===== src/rtl/ifetch_pkg.sv =====
// ifetch_pkg: shared constants and types for the instruction fetch unit.
// Holds the FSM state encoding, the reset PC and the default cache size.
package ifetch_pkg;

    typedef enum logic [0:0] {
        S_IDLE     = 1'b0,
        S_WAIT_MEM = 1'b1
    } state_t;

    localparam logic [31:0] RESET_PC         = 32'h0000_0000;
    localparam int          ICACHE_LINES_DEF = 64;

    // Instruction addresses are word aligned; low two bits are always zero.
    function automatic logic [31:0] align_pc(input logic [31:0] addr);
        return {addr[31:2], 2'b00};
    endfunction

endpackage


===== src/rtl/ifetch_icache.sv =====
// ifetch_icache: direct-mapped, one-word-per-line instruction cache.
// Read side is combinational on the word address; every fill writes data,
// tag and valid for the filled word address. Only built with ICACHE_EN.
module ifetch_icache
    import ifetch_pkg::*;
#(
    parameter int LINES = ICACHE_LINES_DEF
) (
    input  logic        clk,
    input  logic        rst,
    input  logic        rdy,
    input  logic [29:0] rd_word,
    output logic        hit,
    output logic [31:0] rd_data,
    input  logic        wr_en,
    input  logic [29:0] wr_word,
    input  logic [31:0] wr_data
);

    localparam int IDX_W = $clog2(LINES);
    localparam int TAG_W = 30 - IDX_W;

    logic [LINES-1:0] valid_q;
    logic [LINES-1:0] valid_d;
    logic [TAG_W-1:0] tag_q  [LINES];
    logic [31:0]      data_q [LINES];

    logic [IDX_W-1:0] rd_idx_s;
    logic [TAG_W-1:0] rd_tag_s;
    logic [IDX_W-1:0] wr_idx_s;
    logic [TAG_W-1:0] wr_tag_s;

    assign rd_idx_s = rd_word[IDX_W-1:0];
    assign rd_tag_s = rd_word[29:IDX_W];
    assign wr_idx_s = wr_word[IDX_W-1:0];
    assign wr_tag_s = wr_word[29:IDX_W];

    assign hit     = valid_q[rd_idx_s] && (tag_q[rd_idx_s] == rd_tag_s);
    assign rd_data = data_q[rd_idx_s];

    // Next valid bits: a fill marks its line valid.
    always_comb begin
        valid_d = valid_q;
        if (wr_en) begin
            valid_d[wr_idx_s] = 1'b1;
        end else begin
            valid_d = valid_q;
        end
    end

    // Valid bits: cleared by reset, frozen while rdy is low.
    always_ff @(posedge clk) begin
        if (rst) begin
            valid_q <= '0;
        end else if (rdy) begin
            valid_q <= valid_d;
        end
    end

    // Tag/data storage: written on fill only; contents are don't-care until valid.
    always_ff @(posedge clk) begin
        if (!rst && rdy && wr_en) begin
            tag_q[wr_idx_s]  <= wr_tag_s;
            data_q[wr_idx_s] <= wr_data;
        end
    end

endmodule


===== src/rtl/ifetch.sv =====
// ifetch: instruction fetch unit. Fetches one word at a time from memory
// (or from the optional instruction cache) and pushes it with its address
// into the instruction queue. Handles redirects by discarding in-flight data.
// Optional feature: define ICACHE_EN to build the direct-mapped icache.
module ifetch
    import ifetch_pkg::*;
#(
    parameter int ICACHE_LINES = ICACHE_LINES_DEF
) (
    input  logic        clk,
    input  logic        rst,
    input  logic        rdy,
    input  logic        full,
    output logic        inst_rdy,
    output logic [31:0] inst,
    output logic [31:0] pc_out,
    input  logic        jump_en,
    input  logic [31:0] jump_pc,
    output logic        mem_req,
    output logic [31:0] mem_addr,
    input  logic        mem_done,
    input  logic [31:0] mem_data
);

    state_t      state_q,    state_d;
    logic [31:0] pc_q,       pc_d;
    logic        mem_req_q,  mem_req_d;
    logic [31:0] mem_addr_q, mem_addr_d;
    logic        inst_rdy_q, inst_rdy_d;
    logic [31:0] inst_q,     inst_d;
    logic [31:0] pc_out_q,   pc_out_d;
    logic        discard_q,  discard_d;

    logic        cache_hit_s;
    logic [31:0] cache_data_s;
    logic [31:0] pc_next_s;
    logic [31:0] jump_tgt_s;

    assign pc_next_s  = pc_q + 32'd4;
    assign jump_tgt_s = align_pc(jump_pc);

`ifdef ICACHE_EN
    logic fill_s;

    // Every completion seen while waiting fills the cache, discarded or not.
    assign fill_s = (state_q == S_WAIT_MEM) && mem_done;

    ifetch_icache #(
        .LINES (ICACHE_LINES)
    ) u_icache (
        .clk     (clk),
        .rst     (rst),
        .rdy     (rdy),
        .rd_word (pc_q[31:2]),
        .hit     (cache_hit_s),
        .rd_data (cache_data_s),
        .wr_en   (fill_s),
        .wr_word (mem_addr_q[31:2]),
        .wr_data (mem_data)
    );
`else
    // No cache storage: never hit. The size parameter only matters with the cache.
    assign cache_hit_s  = 1'b0 & (ICACHE_LINES > 0);
    assign cache_data_s = 32'h0000_0000;
`endif

    // Next-state and output logic of the fetch FSM.
    always_comb begin
        state_d    = state_q;
        pc_d       = pc_q;
        mem_req_d  = mem_req_q;
        mem_addr_d = mem_addr_q;
        inst_rdy_d = 1'b0;
        inst_d     = inst_q;
        pc_out_d   = pc_out_q;
        discard_d  = discard_q;

        case (state_q)
            S_IDLE: begin
                if (jump_en) begin
                    pc_d = jump_tgt_s;
                end else if (full) begin
                    pc_d = pc_q;
                end else if (cache_hit_s) begin
                    inst_d     = cache_data_s;
                    pc_out_d   = pc_q;
                    inst_rdy_d = 1'b1;
                    pc_d       = pc_next_s;
                end else begin
                    mem_req_d  = 1'b1;
                    mem_addr_d = pc_q;
                    state_d    = S_WAIT_MEM;
                end
            end
            S_WAIT_MEM: begin
                if (mem_done) begin
                    mem_req_d = 1'b0;
                    discard_d = 1'b0;
                    state_d   = S_IDLE;
                    if (jump_en) begin
                        pc_d = jump_tgt_s;
                    end else if (discard_q) begin
                        pc_d = pc_q;
                    end else begin
                        inst_d     = mem_data;
                        pc_out_d   = pc_q;
                        inst_rdy_d = 1'b1;
                        pc_d       = pc_next_s;
                    end
                end else if (jump_en) begin
                    pc_d      = jump_tgt_s;
                    discard_d = 1'b1;
                end else begin
                    pc_d = pc_q;
                end
            end
            default: begin
                state_d   = S_IDLE;
                mem_req_d = 1'b0;
                discard_d = 1'b0;
            end
        endcase
    end

    // State register: synchronous reset wins over everything; rdy=0 freezes all.
    always_ff @(posedge clk) begin
        if (rst) begin
            state_q    <= S_IDLE;
            pc_q       <= RESET_PC;
            mem_req_q  <= 1'b0;
            mem_addr_q <= 32'h0000_0000;
            inst_rdy_q <= 1'b0;
            inst_q     <= 32'h0000_0000;
            pc_out_q   <= 32'h0000_0000;
            discard_q  <= 1'b0;
        end else if (rdy) begin
            state_q    <= state_d;
            pc_q       <= pc_d;
            mem_req_q  <= mem_req_d;
            mem_addr_q <= mem_addr_d;
            inst_rdy_q <= inst_rdy_d;
            inst_q     <= inst_d;
            pc_out_q   <= pc_out_d;
            discard_q  <= discard_d;
        end
    end

    assign inst_rdy = inst_rdy_q;
    assign inst     = inst_q;
    assign pc_out   = pc_out_q;
    assign mem_req  = mem_req_q;
    assign mem_addr = mem_addr_q;

endmodule


===== config.mk =====
export PLATFORM = sky130hd
export DESIGN_NAME = ifetch
export DESIGN_NICKNAME = d
export VERILOG_FILES = /design/src/rtl/ifetch_pkg.sv /design/src/rtl/ifetch_icache.sv /design/src/rtl/ifetch.sv
export SDC_FILE = /design/constraint.sdc
export NUM_CORES = 1
export LEC_CHECK = 0
export ABC_CLOCK_PERIOD_IN_PS = 1900
export CAP_MARGIN = 10
export CORE_MARGIN = 1
export CORE_UTILIZATION = 42
export CTS_CLUSTER_SIZE = 10
export DETAILED_ROUTE_END_ITERATION = 10
export PLACE_DENSITY_LB_ADDON = 0.12
export SLEW_MARGIN = 20
export SYNTH_ARGS = -nofsm -noshare
export SYNTH_HDL_FRONTEND = slang
export SYNTH_HIERARCHICAL = 1
export SYNTH_SLANG_ARGS = --single-unit

===== constraint.sdc =====
create_clock -name clk -period 1.9 [get_ports clk]
set_input_delay 0.475 -clock clk [delete_from_list [all_inputs] [get_ports clk]]
set_output_delay 0.475 -clock clk [all_outputs]
set_load 0.1 [all_outputs]

==> flow_metrics.env <==
export IMPL_finalCritPeriodShare_pct=101.1
export IMPL_avgSynthCellArea_um2=7.849
export IMPL_dr_pass1_iters=5
export IMPL_report_final_slew_viol_count=0
export IMPL_path_clk_slew_ps=50
export IMPL_vias_per_cell=5.330
export IMPL_synth_top_area_share_pct=48.37
export IMPL_p_leak_nw=3.396
export IMPL_min_from="rst"
export IMPL_grt_use_total_pct=25.45
export IMPL_synth_cells=696
export IMPL_rrSetupSlack_ps=70
export IMPL_r2r_end="pc_q[19]$_SDFFE_PP0P_"
export IMPL_holdWs_ps=419.6
export IMPL_die_area_um2=13470
export IMPL_fill_cells=965
export IMPL_ctsRootBufferMaster="clkbuf_16"
export IMPL_synth_ff_type="dfxtp_1"
export IMPL_diodes=0
export IMPL_placed_cell_area_um2=8642
export IMPL_clock_sinks=132
export IMPL_layout_common_cells="212 x nand2_1, 129 x dfxtp_1, 109 x a21oi_1"
export IMPL_max_freq_mhz=520.4
export IMPL_postCtsHoldBufs=0
export IMPL_dp_hpwl_um=12170
export IMPL_required_ps=2180
export IMPL_grt_max_degree=64
export IMPL_clkLatencyLatePin_ps=410
export IMPL_core_area_um2=12670
export IMPL_drt_wirelength_per_cell_um=15.62
export IMPL_synth_warnings=6
export IMPL_hold_depth=2
export IMPL_clock_path_buffers=2
export IMPL_cts_tree="done"
export IMPL_finalHoldViolCount=0
export IMPL_synth_area_um2=5463
export IMPL_globalRouteMet2Util_pct=42.10
export IMPL_cp_arrival_ps=2210
export IMPL_fin_crit_ps=1922
export IMPL_start_kind="input port"
export IMPL_syn_nets=767
export IMPL_drive_gt1_share_pct=23.95
export IMPL_setup_slack_ps=-21.59
export IMPL_post_layout_nonfiller_instances=1074
export IMPL_setup_viol=1
export IMPL_worst_setup_path_type="in2reg"
export IMPL_initialDrtViolationCount=422
export IMPL_antenna_found_initial=0
export IMPL_rows=41
export IMPL_min_to="state_q$_SDFFE_PP0P_"
export IMPL_synth_enable_flop_cells=0
export IMPL_ant_nets=0
export IMPL_status="finished, violations left"
export IMPL_drc=0
export IMPL_nets=963
export IMPL_final_common_cell="nand2_1"
export IMPL_finalWeightedCongestion=0.8577
export IMPL_cp_end_kind="flip-flop"
export IMPL_worst_pin_slew_ps=379.0
export IMPL_busiest_layer="met2"
export IMPL_hp_class="in2reg"
export IMPL_numCtsBuffers=17
export IMPL_r2r_cells=6
export IMPL_ys_seq_area_share_pct=48.37
export IMPL_die_h_um=116.0
export IMPL_vias=5724
export IMPL_synth_top_area_cell="dfxtp_1"
export IMPL_gr_usage_met1_pct=31.06
export IMPL_overflow=0
export IMPL_violations="setup timing"
export IMPL_vdd_drop_max_mv=0.4288
export IMPL_wl_um=16780
export IMPL_start_util_pct=43.11
export IMPL_final_cell_area_um2=9205
export IMPL_grt_pass1_wl_um=26400
export IMPL_ys_types=52
export IMPL_dp_cells=1045
export IMPL_cap_violations=0
export IMPL_io_buffers=165
export IMPL_skew_ps=5.759
export IMPL_use_met3_pct=6.381
export IMPL_crit_fanout=6
export IMPL_rsz0062_at_grt="no"
export IMPL_slew_headroom_pct=74.54
export IMPL_powerDensity_nw_per_um2=713.3
export IMPL_ys_ff_latch=132
export IMPL_r2r_start="pc_q[12]$_SDFFE_PP0P_"
export IMPL_first_global_vias=5403
export IMPL_cts_max_level=4
export IMPL_async_flop_share_pct=0
export IMPL_synth_area_top_cells="dfxtp_1 48%, nand2_1 15%, a21oi_1 10%"
export IMPL_ios=168
export IMPL_tns_ps=-21.59
export IMPL_die_w_um=116.0
export IMPL_areaGrowthSynthToFinish_pct=68.51
## worst max-delay path, stage by stage
cell and delay [ps]:
clkdlybuf4s50_1 500, nand2_1 110, buf_4 180, nor2_1 210
and2_1 260, a311oi_1 120, a2111oi_0 350
## power breakdown
part / internal [mW] / switching, mW / leakage (nW)
Clock: 1.87 / 1.08 / 0.268
Combinational: 0.336 / 0.387 / 2.06
Sequential: 2.83 / 0.0646 / 1.07
Total: 5.03 / 1.53 / 3.40
## cells by family (layout without fill, tap and decap cells)
kind of cell	Yosys count	after routing	synth area share, %
simple gates	319	319	26.80
compound gates	175	175	18.55
flops	132	132	48.37
buf+inv	59	265	4.191
mux	10	10	1.855
fa+ha+maj	1	1	0.2290
## registers in the layout (all words and copies together), names as in the netlist
signal and flops:
inst 32, pc_q 32, discard_q 1, pc_out 32, inst_rdy 1, mem_req 1, state_q 1, mem_addr 32
## routing by layer
metal,vias up,part of all wire [%]
met5,-,0
met1,2685,41
met2,221,49
met4,0,2.5
li1,2787,-
met3,31,7.6
## synthesized netlist by cell type, drive strengths merged (4+ instances only)
library cell / n
nor2b: 4
clkbuf: 50
nor3: 8
nor2: 23
o22ai: 4
a211oi: 9
nand2: 212
or3: 5
a31oi: 6
nor4: 5
mux2i: 9
or2: 4
and3: 9
nand4: 11
dfxtp: 132
a21oi: 109
a22oi: 11
o21ai: 14
nand3: 25
buf: 6
## stage by stage
step           util [%]  total power, mW  setup slack [ps]
2_1_floorplan         -            3.283             136.1
3_3_place_gp      68.20            3.644            -301.7
3_5_place_dp      68.20            3.662            -410.6
4_1_cts           72.41            6.625             25.70
5_1_grt           72.65            6.808            0.5493
6_report          72.65            6.566            -21.59
## what timing repair did
item	CTS	global route
gates resized for setup	0	11
setup buffers	0	0
setup endpoints to repair	0	25
## layout make-up
cell class	instances	area (um^2)	share of cell area [%]
repair buffers	233	3172	34.46
flip-flops and latches	132	2646	28.75
multi-input cells	505	2628	28.54
clock buffers	23	478.0	5.192
well taps	172	215.2	2.338
clock inverters	6	55.05	0.5981
inverters	3	11.26	0.1223
## worst max path at each step
stage                     slack [ps]               endpoint  cells past startpoint                  start
final                            -20  pc_q[19]$_SDFFE_PP0P_                      7               mem_done
after global routing             0.5  pc_q[31]$_SDFFE_PP0P_                      5  pc_q[19]$_SDFFE_PP0P_
after CTS                         30  pc_q[26]$_SDFFE_PP0P_                      6               mem_done
after detailed placement        -410  pc_q[26]$_SDFFE_PP0P_                      6               mem_done
after global placement          -300  pc_q[25]$_SDFFE_PP0P_                      6               mem_done
after floorplan                  140  pc_q[31]$_SDFFE_PP0P_                      6   pc_q[5]$_SDFFE_PP0P_
No activity file was read; power rests on OpenSTA's default activity.
